--- src/rtl/rv_enc_pkg.sv ---
// rv_enc_pkg: RV32I opcode constants, instruction formats and the decoded field tuple
// shared by the instruction encoder/writer.
package rv_enc_pkg;

    localparam logic [6:0] OP_R      = 7'b0110011;
    localparam logic [6:0] OP_IMM    = 7'b0010011;
    localparam logic [6:0] OP_LOAD   = 7'b0000011;
    localparam logic [6:0] OP_JALR   = 7'b1100111;
    localparam logic [6:0] OP_SYS    = 7'b1110011;
    localparam logic [6:0] OP_STORE  = 7'b0100011;
    localparam logic [6:0] OP_BRANCH = 7'b1100011;
    localparam logic [6:0] OP_LUI    = 7'b0110111;
    localparam logic [6:0] OP_AUIPC  = 7'b0010111;
    localparam logic [6:0] OP_JAL    = 7'b1101111;

    typedef enum logic [2:0] {FMT_R, FMT_I, FMT_S, FMT_B, FMT_U, FMT_J, FMT_ILL} fmt_t;

    typedef struct packed {
        logic [6:0]  opcode;
        logic [2:0]  func3;
        logic [1:0]  func7;
        logic [4:0]  rs1;
        logic [4:0]  rs2;
        logic [4:0]  rd;
        logic [31:0] imm;
    } fields_t;

    function automatic fmt_t fmt_of(input logic [6:0] op);
        fmt_of = FMT_ILL;
        case (op)
            OP_R:                             fmt_of = FMT_R;
            OP_IMM, OP_LOAD, OP_JALR, OP_SYS: fmt_of = FMT_I;
            OP_STORE:                         fmt_of = FMT_S;
            OP_BRANCH:                        fmt_of = FMT_B;
            OP_LUI, OP_AUIPC:                 fmt_of = FMT_U;
            OP_JAL:                           fmt_of = FMT_J;
            default:                          fmt_of = FMT_ILL;
        endcase
    endfunction

endpackage

--- src/rtl/inst_pack.sv ---
// inst_pack: combinational packer turning a decoded RV32I field tuple into a 32-bit
// instruction word, flagging opcodes that have no supported format.
module inst_pack
    import rv_enc_pkg::*;
(
    input  fields_t     f,
    output logic [31:0] inst,
    output logic        illegal
);

    fmt_t fmt;
    logic shift;

    assign fmt     = fmt_of(f.opcode);
    assign illegal = fmt == FMT_ILL;
    // slli/srli/srai carry shamt in the rs2 slot and the arithmetic bit in inst[30]
    assign shift   = f.opcode == OP_IMM && f.func3[1:0] == 2'b01;

    always_comb begin
        inst = '0;
        case (fmt)
            FMT_R: inst = {1'b0, f.func7[1], 4'b0, f.func7[0], f.rs2, f.rs1, f.func3, f.rd, f.opcode};
            FMT_I: inst = shift ? {1'b0, f.func7[1], 5'b0, f.imm[4:0], f.rs1, f.func3, f.rd, f.opcode}
                                : {f.imm[11:0], f.rs1, f.func3, f.rd, f.opcode};
            FMT_S: inst = {f.imm[11:5], f.rs2, f.rs1, f.func3, f.imm[4:0], f.opcode};
            FMT_B: inst = {f.imm[12], f.imm[10:5], f.rs2, f.rs1, f.func3, f.imm[4:1], f.imm[11], f.opcode};
            FMT_U: inst = {f.imm[31:12], f.rd, f.opcode};
            FMT_J: inst = {f.imm[20], f.imm[10:1], f.imm[11], f.imm[19:12], f.rd, f.opcode};
            default: inst = '0;
        endcase
    end

endmodule

--- src/rtl/inst_encoder_writer.sv ---
// inst_encoder_writer: encodes RV32I field tuples, queues the words in a small FIFO and
// writes them to consecutive instruction-memory word addresses.
module inst_encoder_writer
    import rv_enc_pkg::*;
#(
    parameter int DEPTH     = 4,
    parameter int ADDR_W    = 14,
    parameter int BASE_ADDR = 0
) (
    input  logic              clk,
    input  logic              rst,
    input  logic              flush,
    input  logic              in_valid,
    output logic              in_ready,
    input  logic [6:0]        in_opcode,
    input  logic [2:0]        in_func3,
    input  logic [1:0]        in_func7,
    input  logic [4:0]        in_rs1,
    input  logic [4:0]        in_rs2,
    input  logic [4:0]        in_rd,
    input  logic [31:0]       in_imm,
    output logic              im_wr_valid,
    input  logic              im_wr_ready,
    output logic [ADDR_W-1:0] im_addr,
    output logic [31:0]       im_di,
    output logic [3:0]        im_web,
    output logic [ADDR_W:0]   wr_count,
    output logic              illegal_err
);

    localparam int PW = $clog2(DEPTH);
    localparam logic [ADDR_W:0] CNT_MAX = '1;

    fields_t     f;
    logic [31:0] inst;
    logic [31:0] last_di;
    logic [31:0] mem [DEPTH];
    logic [PW:0] wr_ptr;
    logic [PW:0] rd_ptr;
    logic        illegal, full, empty, accept, push, pop;

    assign f = {in_opcode, in_func3, in_func7, in_rs1, in_rs2, in_rd, in_imm};

    inst_pack u_pack (
        .f       (f),
        .inst    (inst),
        .illegal (illegal)
    );

    assign empty       = wr_ptr == rd_ptr;
    assign full        = wr_ptr[PW-1:0] == rd_ptr[PW-1:0] && wr_ptr[PW] != rd_ptr[PW];
    assign in_ready    = !rst && !full && !flush;
    assign accept      = in_valid && in_ready;
    assign push        = accept && !illegal;
    assign im_wr_valid = !empty;
    assign pop         = im_wr_valid && im_wr_ready && !flush;
    // when the FIFO drains, keep showing the last word presented
    assign im_di       = empty ? last_di : mem[rd_ptr[PW-1:0]];
    assign im_web      = im_wr_valid ? 4'b0000 : 4'b1111;

    always_ff @(posedge clk or posedge rst) begin
        if (rst) begin
            wr_ptr      <= '0;
            rd_ptr      <= '0;
            im_addr     <= ADDR_W'(BASE_ADDR);
            wr_count    <= '0;
            illegal_err <= 1'b0;
            last_di     <= '0;
        end else if (flush) begin
            wr_ptr      <= '0;
            rd_ptr      <= '0;
            im_addr     <= ADDR_W'(BASE_ADDR);
            wr_count    <= '0;
            illegal_err <= 1'b0;
            last_di     <= im_di;
        end else begin
            if (push)
                wr_ptr <= wr_ptr + 1'b1;
            if (pop) begin
                rd_ptr   <= rd_ptr + 1'b1;
                im_addr  <= im_addr + 1'b1;
                wr_count <= wr_count == CNT_MAX ? wr_count : wr_count + 1'b1;
                last_di  <= im_di;
            end
            if (accept && illegal)
                illegal_err <= 1'b1;
        end
    end

    always_ff @(posedge clk) begin
        if (push)
            mem[wr_ptr[PW-1:0]] <= inst;
    end

endmodule

--- config.mk ---
export PLATFORM = sky130hd
export DESIGN_NAME = inst_encoder_writer
export DESIGN_NICKNAME = d
export VERILOG_FILES = /design/src/rtl/rv_enc_pkg.sv /design/src/rtl/inst_pack.sv /design/src/rtl/inst_encoder_writer.sv
export SDC_FILE = /design/constraint.sdc
export NUM_CORES = 1
export LEC_CHECK = 0
export ABC_AREA = 0
export ABC_CLOCK_PERIOD_IN_PS = 3300
export BUFFER_PORTS_ARGS = -buffer_cell sky130_fd_sc_hd__buf_2
export CAP_MARGIN = 20
export CORE_UTILIZATION = 45
export DETAILED_ROUTE_END_ITERATION = 16
export HOLD_SLACK_MARGIN = 0.12
export PLACE_DENSITY_LB_ADDON = 0.12
export SLEW_MARGIN = 20
export SYNTH_ARGS = -nofsm -noshare
export SYNTH_HDL_FRONTEND = slang
export SYNTH_SLANG_ARGS = --single-unit
--- constraint.sdc ---
create_clock -name clk -period 3.3 [get_ports clk]
set_clock_uncertainty 0.05 [all_clocks]
set_input_delay 0.66 -clock clk [delete_from_list [all_inputs] [get_ports clk]]
set_output_delay 0.66 -clock clk [all_outputs]
set_load 0.05 [all_outputs]
# Yosys cells after proc, flatten, opt, wreduce, memory -nomap -nowiden
# Memories as Yosys holds them, arrays and structs flattened.
# Index checks and enable logic that the tools add are counted.
word_totals:
  register_bits: 68
  ram_bits: 128
  input_bits: 64
  memories: 1
classes:
  addsub: 4
  n_eq_ne: 22
  muxes: 20
  reduce_logical: 21
mem_list:
  columns: ["name", "words", "word_bits", "read_ports", "rd_clocked_by_memory_dff", "write_ports", "line_no", "rtl"]
  rows:
  - ["mem", 4, 32, 1, 0, 1, "inst_encoder_writer.sv:37", "logic [31:0] mem [DEPTH];"]
ops:
  columns: ["operator", "count"]
  rows:
  - ["$pmux 32 s6", 1]
  - ["$mux 32", 4]
  - ["$mux 15", 3]
  - ["$eq 7x7->1 const B", 4]
  - ["$mux 14", 2]
  - ["$eq 7x6->1 const B", 3]
  - ["$pmux 3 s6", 1]
  - ["$add 15x1->15 const B", 1]
  - ["$eq 15x15->1 const B", 1]
  - ["$add 14x1->14 const B", 1]
  - ["$eq 7x5->1 const B", 2]
  - ["$mux 3", 4]
  - ["$eq 3x3->1 const B", 3]
  - ["$logic_and 1x1->1", 9]
  - ["$eq 7x2->1 const B", 1]
  - ["$add 3x1->3 const B", 2]
  - ["$eq 3x2->1 const B", 2]
  - ["$reduce_bool 2->1", 3]
  - ["$logic_not 1->1", 5]
  - ["$mux 1", 4]
  - ["$mux 4", 1]
  - ["$reduce_or 4->1", 1]
  - ["$eq 3x1->1 const B", 1]
  - ["$eq 3x3->1", 1]
  - ["other kinds (7)", 7]

# Logic depth before layout (Yosys ltp)
# Gate-level depths: netlist of the first run.
depth:
  depth_word: 9
  mapped_depth: 11
  ltp_nobuf: 9

# Modules after synthesis
# From an unflattened synthesis of the first run, not the netlist that was laid out.
hier_totals:
  cells_unflattened: 635
  area_unflattened_um2: 9432.8
modules_own_cells:
  columns: ["module", "n_inst", "cells_each", "area_each_um2", "seq_area_each_um2"]
  rows:
  - ["inst_encoder_writer", 1, 495, 8435.6, 5545.3]
  - ["inst_pack", 1, 140, 997.2, 0.0]

# Worst setup path before layout of the first run
# OpenSTA, ideal clock, no wires.
synth_timing:
  kind: "input to register"
  start: "in in_opcode[4]"
  end: "mem mem[1][0] (enable)"
  arrival_time_ns: 3.118
  required_ns: 2.858
  slack_ns: -0.260
  path_stages: 8
  path_buffers: 2
  path_cell_list: "clkbuf_1 -> nor4_2 -> inv_1 -> clkbuf_1 -> ha_1 -> o21a_4 -> a211oi_4 -> and2_1"
synth_via:
  elab_chain_len: 8
  word_cells_on_any_way: 18
  classes_between: "11 x eq/ne; 3 x mux; 4 x reduce/logical"
synth_lines:
  columns: ["item", "line_no", "rtl"]
  rows:
  - ["start: declaration", "inst_encoder_writer.sv:15", "input logic [6:0] in_opcode,"]
  - ["$eq 7x2->1 (tied with other cells)", "rv_enc_pkg.sv:30", "case (op)"]
  - ["$reduce_or 4->1 / $reduce_or 2->1 (equally long branches)", "rv_enc_pkg.sv:30", null]
  - ["$pmux 3 s6 *", "rv_enc_pkg.sv:30", null]
  - ["$eq 3x3->1 *", "inst_pack.sv:15", "assign illegal = fmt == FMT_ILL;"]
  - ["$logic_not 1->1 *", "inst_encoder_writer.sv:54", "assign push = accept && !illegal;"]
  - ["$logic_and 1x1->1 *", "inst_encoder_writer.sv:54", null]
  - ["$mux 1 *", "inst_encoder_writer.sv:91", "if (push)"]
  - ["$mux 1 (implied by the code) *", "inst_encoder_writer.sv:92", "mem[wr_ptr[PW-1:0]] <= inst;"]
  - ["end: declaration", "inst_encoder_writer.sv:37", null]
# Every way passes the cells marked *; elsewhere a longest branch is shown, timed or not.

# Final worst setup path of the first run
layout_timing:
  start: "reg rd_ptr[0]"
  end: "out im_di[20]"
layout_via:
  elab_chain_len: 2
  word_cells_on_any_way: 3
  classes_between: "1 x eq/ne; 1 x mux; 1 x memory"
layout_lines:
  columns: ["item", "line_no", "rtl"]
  rows:
  - ["start: declaration", "inst_encoder_writer.sv:39", "logic [PW:0] rd_ptr;"]
  - ["start signal: assignment", "inst_encoder_writer.sv:80", "rd_ptr <= rd_ptr + 1'b1;"]
  - ["$mem_v2 4x32 / $eq 3x3->1 (equally long branches)", null, null]
  - ["$mux 32 *", "inst_encoder_writer.sv:58", "assign im_di = empty ? last_di : mem[rd_ptr[PW-1:0]];"]
  - ["end: declaration", "inst_encoder_writer.sv:25", "output logic [31:0] im_di,"]
# Marked as above.

==> results of run 1 <==
-- worst max-delay path, delay by kind of cell, from the launching register on --
family | cells | cell delay [ns]
mux | 2 | 0.89
buf+inv | 2 | 0.62
flops | 1 | 0.38
-- cell usage in the layout (no fill, tap or decap), types with 9 or more instances in the layout --
| cell | instances |
|---|---|
| clkbuf_16 | 19 |
| edfxtp_1 | 128 |
| buf_12 | 9 |
| mux4_2 | 32 |
| xor2_1 | 13 |
| a21oi_1 | 41 |
| o21ai_0 | 13 |
| inv_1 | 14 |
| nand3_1 | 20 |
| nor2_1 | 21 |
| dfrtp_1 | 67 |
| or3_1 | 11 |
| buf_4 | 24 |
| nand2_1 | 39 |
| mux2_2 | 65 |
| and3_1 | 14 |
| buf_2 | 128 |
| and2_1 | 10 |
-- through the flow --
stage          setup WS [ns]  cells
2_1_floorplan        0.06595    645
6_report              0.2668   1064
5_1_grt               0.1562   1064
3_5_place_dp         0.02627   1032
4_1_cts               0.2271   1064
3_3_place_gp          0.1931   1032
-- Yosys cell counts (11+ instances only) --
cell | instances | share of area
edfxtp_1 | 128 | 0.42
dfrtp_1 | 68 | 0.19
mux2_2 | 65 | 0.080
a21oi_1 | 41 | 0.022
nand2_1 | 39 | 0.016
mux4_2 | 32 | 0.079
nor2_1 | 22 | 0.0090
nand3_1 | 21 | 0.011
buf_2 | 17 | 0.0093
inv_1 | 15 | 0.0062
and3_1 | 14 | 0.0096
and2_1 | 13 | 0.0089
clkbuf_1 | 13 | 0.0053
o21ai_0 | 13 | 0.0071
xor2_1 | 13 | 0.012
or3_1 | 11 | 0.0075
-- power groups by stage --
stage,Combinational [mW],Clock [mW],Sequential [mW]
finish,1.76,1.97,2.91
floorplan,1.32,0,2.95
CTS,1.78,2.02,2.91
detailed placement,1.78,0,2.96
global placement,1.76,0,2.95
global route,1.86,2.11,2.93
-- layout make-up --
| cell class | instances | area [µm²] |
|---|---|---|
| clock buffers | 25 | 518.0 |
| clock inverters | 7 | 45.04 |
| fillers | 1638 | 8843 |
| inverters | 16 | 60.06 |
| multi-input cells | 394 | 3372 |
| flip-flops and latches | 196 | 5547 |
| well taps | 265 | 331.6 |
| repair buffers | 161 | 1001 |
-- final timing paths --
path	slack, ns	to	from
setup / recovery	0.27	im_di[20]	rd_ptr[0]
hold / removal	0.33	wr_count[11]	rst
setup reg to reg	0.92	wr_count[9]	wr_count[0]
hold reg to reg	0.45	last_di[5]	last_di[5]
max in group asynchronous	2.19	rd_ptr[0]	rst
min in group clk	0.45	last_di[5]	last_di[5]
-- cells by family after synthesis --
group | after synthesis | synth area share
DFF | 196 | 0.6060
muxes | 103 | 0.1653
AOI/OAI and AO/OA | 104 | 0.07781
xor gates and xnor gates | 19 | 0.01819
adders and majority gates | 8 | 0.01094
and+or+nand+nor | 160 | 0.09381
buffers and inverters | 55 | 0.02790
-- flip-flops by register name, summed over array words and instances, names as in the netlist --
register / cells
illegal_err: 1
im_addr: 14
last_di: 32
mem: 128
rd_ptr: 3
wr_count: 15
wr_ptr: 3
-- metal layers --
layer  up-vias  part of all wire  GRT usage
li1       2762                 -          -
met1      3021              0.43     0.2805
met2       210              0.49     0.3406
met3        30             0.058    0.03841
met4         4             0.018    0.08421
met5         -            0.0012          0
==> results.yml, run 1 <==
finish:
  final_layout_size_suffix_gt1_frac: 0.3855
  antenna_cells: 0
  area_growth_pct: 18.84
  nets: 858
  post-route-util: 0.5515
  design_area_um2: 10870
timing:
  fin_crit_sh: 0.9192
  worst_pin_slew_ns: 0.7463
  rsz0062_at_grt: "no"
  whs_ns: 0.3347
  timing.setup.tns_ns: 0
  period_needed_ns: 3.033
  maxSlewHeadroom: 0.5018
  slew_viol_final: 0
  hold_viol: 0
  setup_viol: 0
  fmax_mhz: 329.7
die:
  die_area_um2: 20910
  num_io_pins: 132
  initial_utilization: 0.4641
  die_w_um: 144.6
  die_h_um: 144.6
  core_area_um2: 19720
  std_cell_rows: 51
global_routing:
  grt_first_pass_wirelength_mm: 32.02
  gr-total-overflow: 0
  grt_max_degree: 38
  antenna_found_initial: 2
  grt_use_total: 0.2104
  grt_pass1_vias: 5909
pwr:
  internal_power_mw: 4.510
  powerDensity_nw_per_um2: 610.3
  power_mw: 6.637
  power_frac_seq: 0.438
  clkPwrFrac: 0.296
  p_sw_mw: 2.127
  worst_ir_drop_vdd_mv: 0.4114
  p_leak_nw: 4.186
  power_frac_comb: 0.266
  sw_frac_of_total: 0.3204
routing:
  vias: 6027
  firstDrtPassIters: 4
  drc_errors: 0
  wl_mm: 21.03
  drtIter0Drc: 341
  via_per_inst: 5.664
  drtAntennaViolNets: 0
  routedWlPerCell_um: 19.77
synth:
  syn_nets: 717
  ys_seq_area_frac: 0.6060
  netlist_area_um2: 9150
  synth_seq_cells: 196
  ys_warn_count: 0
  async_flop_share: 0.3469
  ys.flop_type: "edfxtp_1"
  yosysUniqueCellTypes: 66
  synth-edff-count: 128
  synth_cells: 645
  avgSynthCellArea_um2: 14.19
worst_setup_path:
  end_kind: "output pin"
  cp-start-kind: "flop"
  cp_slowest_cell: "mux4_2"
  cp_cell_sequence: "buf_4 > mux4_2 > mux2_2 > buf_2"
  critPathRequiredTime_ns: 2.59
  critPathKind: "reg2out"
  max_stage_delay_ns: 0.60
  crit_fanout: 21
  crit_arrival_ns: 2.32
  r2r_cells: 7
clocking:
  clk_latency_ns: 0.43
  clock-root-buffer: "clkbuf_16"
  ctsResizeCount: 0
  clock_sinks: 196
  cts_tree: "done"
  post_cts_buffers: 0
  cts_buffers: 17
  hold_buffers: 0
  clk_path_buf_depth: 2
  htreeDepth: 4
  clk_pin_slew_worst_paths_ns: 0.07
status:
  outcome: "complete, no violations"
place:
  dp_hpwl_mm: 14.92
  gp_congestion: 0.9567
  dpl_cell_area_um2: 10310
  port_buffers: 131
flow_run:
  maxCapViolations: 0
min_path:
  hp-class: "in2async"
No activity file was read; power rests on OpenSTA's default activity.
==> inputs of run 2 (changes only) <==
==> constraint.sdc (replaced) <==
create_clock -name clk -period 3.3 [get_ports clk]
set_clock_uncertainty 0.05 [all_clocks]
set_input_delay 0.66 -clock clk [delete_from_list [all_inputs] [get_ports clk]]
set_output_delay 0.66 -clock clk [all_outputs]
set_load 0.1 [all_outputs]
==> run 2 against run 1 <==
Highest routed layer unchanged. Routed wire length increased by 0.79%. Die area unchanged. Via count about the same. Global-route usage increased by 0.53 points. Clock power about the same. Hold slack improved by 0.011 ns. Register-to-register slack got worse by 0.06 ns. Total power increased by 24%. Non-clock buffer count unchanged. Critical path depth increased by 2. Sequential power about the same. Sequential cell count unchanged.
==> results.yml, run 2 (synthesized netlist as in run 1, its figures left out) <==
clocking:
  clk_path_buf_depth: 2
  ctsResizeCount: 0
  clock-root-buffer: "clkbuf_16"
  cts_buffers: 17
  htreeDepth: 4
  hold_buffers: 0
  post_cts_buffers: 0
  clk_pin_slew_worst_paths_ns: 0.07
  clk_latency_ns: 0.43
  clock_sinks: 196
  cts_tree: "done"
worst_setup_path:
  rr_startpoint: "rd_ptr[1]"
  critPathLaunch: "rd_ptr[1]"
  critPathKind: "reg2out"
  crit_fanout: 16
  end_kind: "output pin"
  crit_arrival_ns: 2.22
  cp-start-kind: "flop"
  critPathRequiredTime_ns: 2.59
finish:
  area_growth_pct: 24.60
  nets: 858
  final_layout_size_suffix_gt1_frac: 0.3867
  largest_register_ffs: 128
  final_cell_mix: "edfxtp_1, buf_2, dfrtp_1, mux2_2, buf_12"
  design_area_um2: 11400
  layout.cells.non_filler: 1067
  final_common_cell: "edfxtp_1"
pwr:
  sw_frac_of_total: 0.3825
  powerDensity_nw_per_um2: 721.0
  p_sw_mw: 3.144
  worst_ir_drop_vdd_mv: 0.7322
  power_frac_comb: 0.406
  internal_power_mw: 5.076
  power_frac_seq: 0.354
  p_leak_nw: 4.371
  clkPwrFrac: 0.239
timing:
  fin_crit_sh: 0.8883
  rsz0062_at_grt: "no"
  hold_viol: 0
  maxSlewHeadroom: 0.4819
  setup_viol: 0
  slew_viol_final: 0
  period_needed_ns: 2.931
  fmax_mhz: 341.1
  worst_pin_slew_ns: 0.7760
routing:
  wl_met2_mm: 10.37
  drtAntennaViolNets: 0
  routedWlPerCell_um: 19.87
  met1Wirelength_mm: 9.003
  firstDrtPassIters: 5
  via_per_inst: 5.651
  wl_met3_mm: 1.382
  vias: 6030
  drc_errors: 0
  wl_mm: 21.20
  drtIter0Drc: 482
  dr.max_layer_used: "met5"
die:
  num_io_pins: 132
  die_w_um: 144.6
  die_h_um: 144.6
  core_area_um2: 19720
  die_area_um2: 20910
  initial_utilization: 0.4641
  std_cell_rows: 51
min_path:
  hp-class: "in2async"
place:
  dp_hpwl_mm: 15.10
  dpl_cell_area_um2: 10840
  gp_congestion: 0.9816
  placedCellCount: 1032
  port_buffers: 131
status:
  outcome: "complete, no violations"
global_routing:
  antenna_found_initial: 4
  gr-total-overflow: 0
  grt_max_degree: 37
  grt_pass1_vias: 5991
  grt_first_pass_wirelength_mm: 32.75
  grt_use_total: 0.2157
flow_run:
  maxCapViolations: 0
==> run 2: cell type report <==
type | instances | area, µm²
antenna | 3 | 7.507
sequential | 196 | 5547
fill | 1571 | 8317
timing repair buffer | 161 | 1526
clock buffer | 18 | 429.2
multi-input combinational | 394 | 3372
tap | 265 | 331.6
clock inverter | 14 | 127.6
inverter | 16 | 60.06
==> run 2: metal layers <==
layer | vias to the layer above | global-route usage
met4 | 4 | 0.07368
met3 | 35 | 0.05166
met5 | - | 0
li1 | 2763 | -
met2 | 218 | 0.3454
met1 | 3010 | 0.2875
==> run 2: path summary, 6_finish.rpt <==
check	slack, ns	to	depth (start not counted)
setup / recovery	0.37	im_di[14]	6
hold / removal	0.35	wr_count[12]	2
setup reg to reg	0.86	mem[1][1]	6
hold reg to reg	0.45	last_di[30]	1
max in group asynchronous	2.18	last_di[23]	3
min in group clk	0.45	last_di[30]	1
==> run 2: metrics by stage <==
stage / hold WS [ns] / utilization / power [mW] / setup WS, ns / TNS, ns
after global routing: 0.3916 / 0.5781 / 8.507 / 0.1545 / 0
final: 0.3459 / 0.5782 / 8.220 / 0.3687 / 0
after CTS: 0.3668 / 0.5778 / 8.296 / 0.3555 / 0
after floorplan: 0.4254 / - / 5.093 / 0.06595 / 0
after global placement: 0.4331 / 0.5496 / 6.274 / 0.2042 / 0
after detailed placement: 0.4404 / 0.5496 / 6.324 / -0.02216 / -0.08854
==> run 2: power groups by stage <==
stage / registers, mW / clock network [mW] / logic (mW)
6_report: 2.91 / 1.97 / 3.34
3_5_place_dp: 2.97 / 0 / 3.36
5_1_grt: 2.94 / 2.12 / 3.45
4_1_cts: 2.91 / 2.02 / 3.36
3_3_place_gp: 2.95 / 0 / 3.33
2_1_floorplan: 2.97 / 0 / 2.12
==> run 2: worst max-delay path: stages, from the launching register on <==
cell	delay, ns
dfrtp_1	0.39
buf_4	0.20
xnor2_1	0.31
nand3_2	0.12
buf_4	0.23
mux2_2	0.35
buf_12	0.18
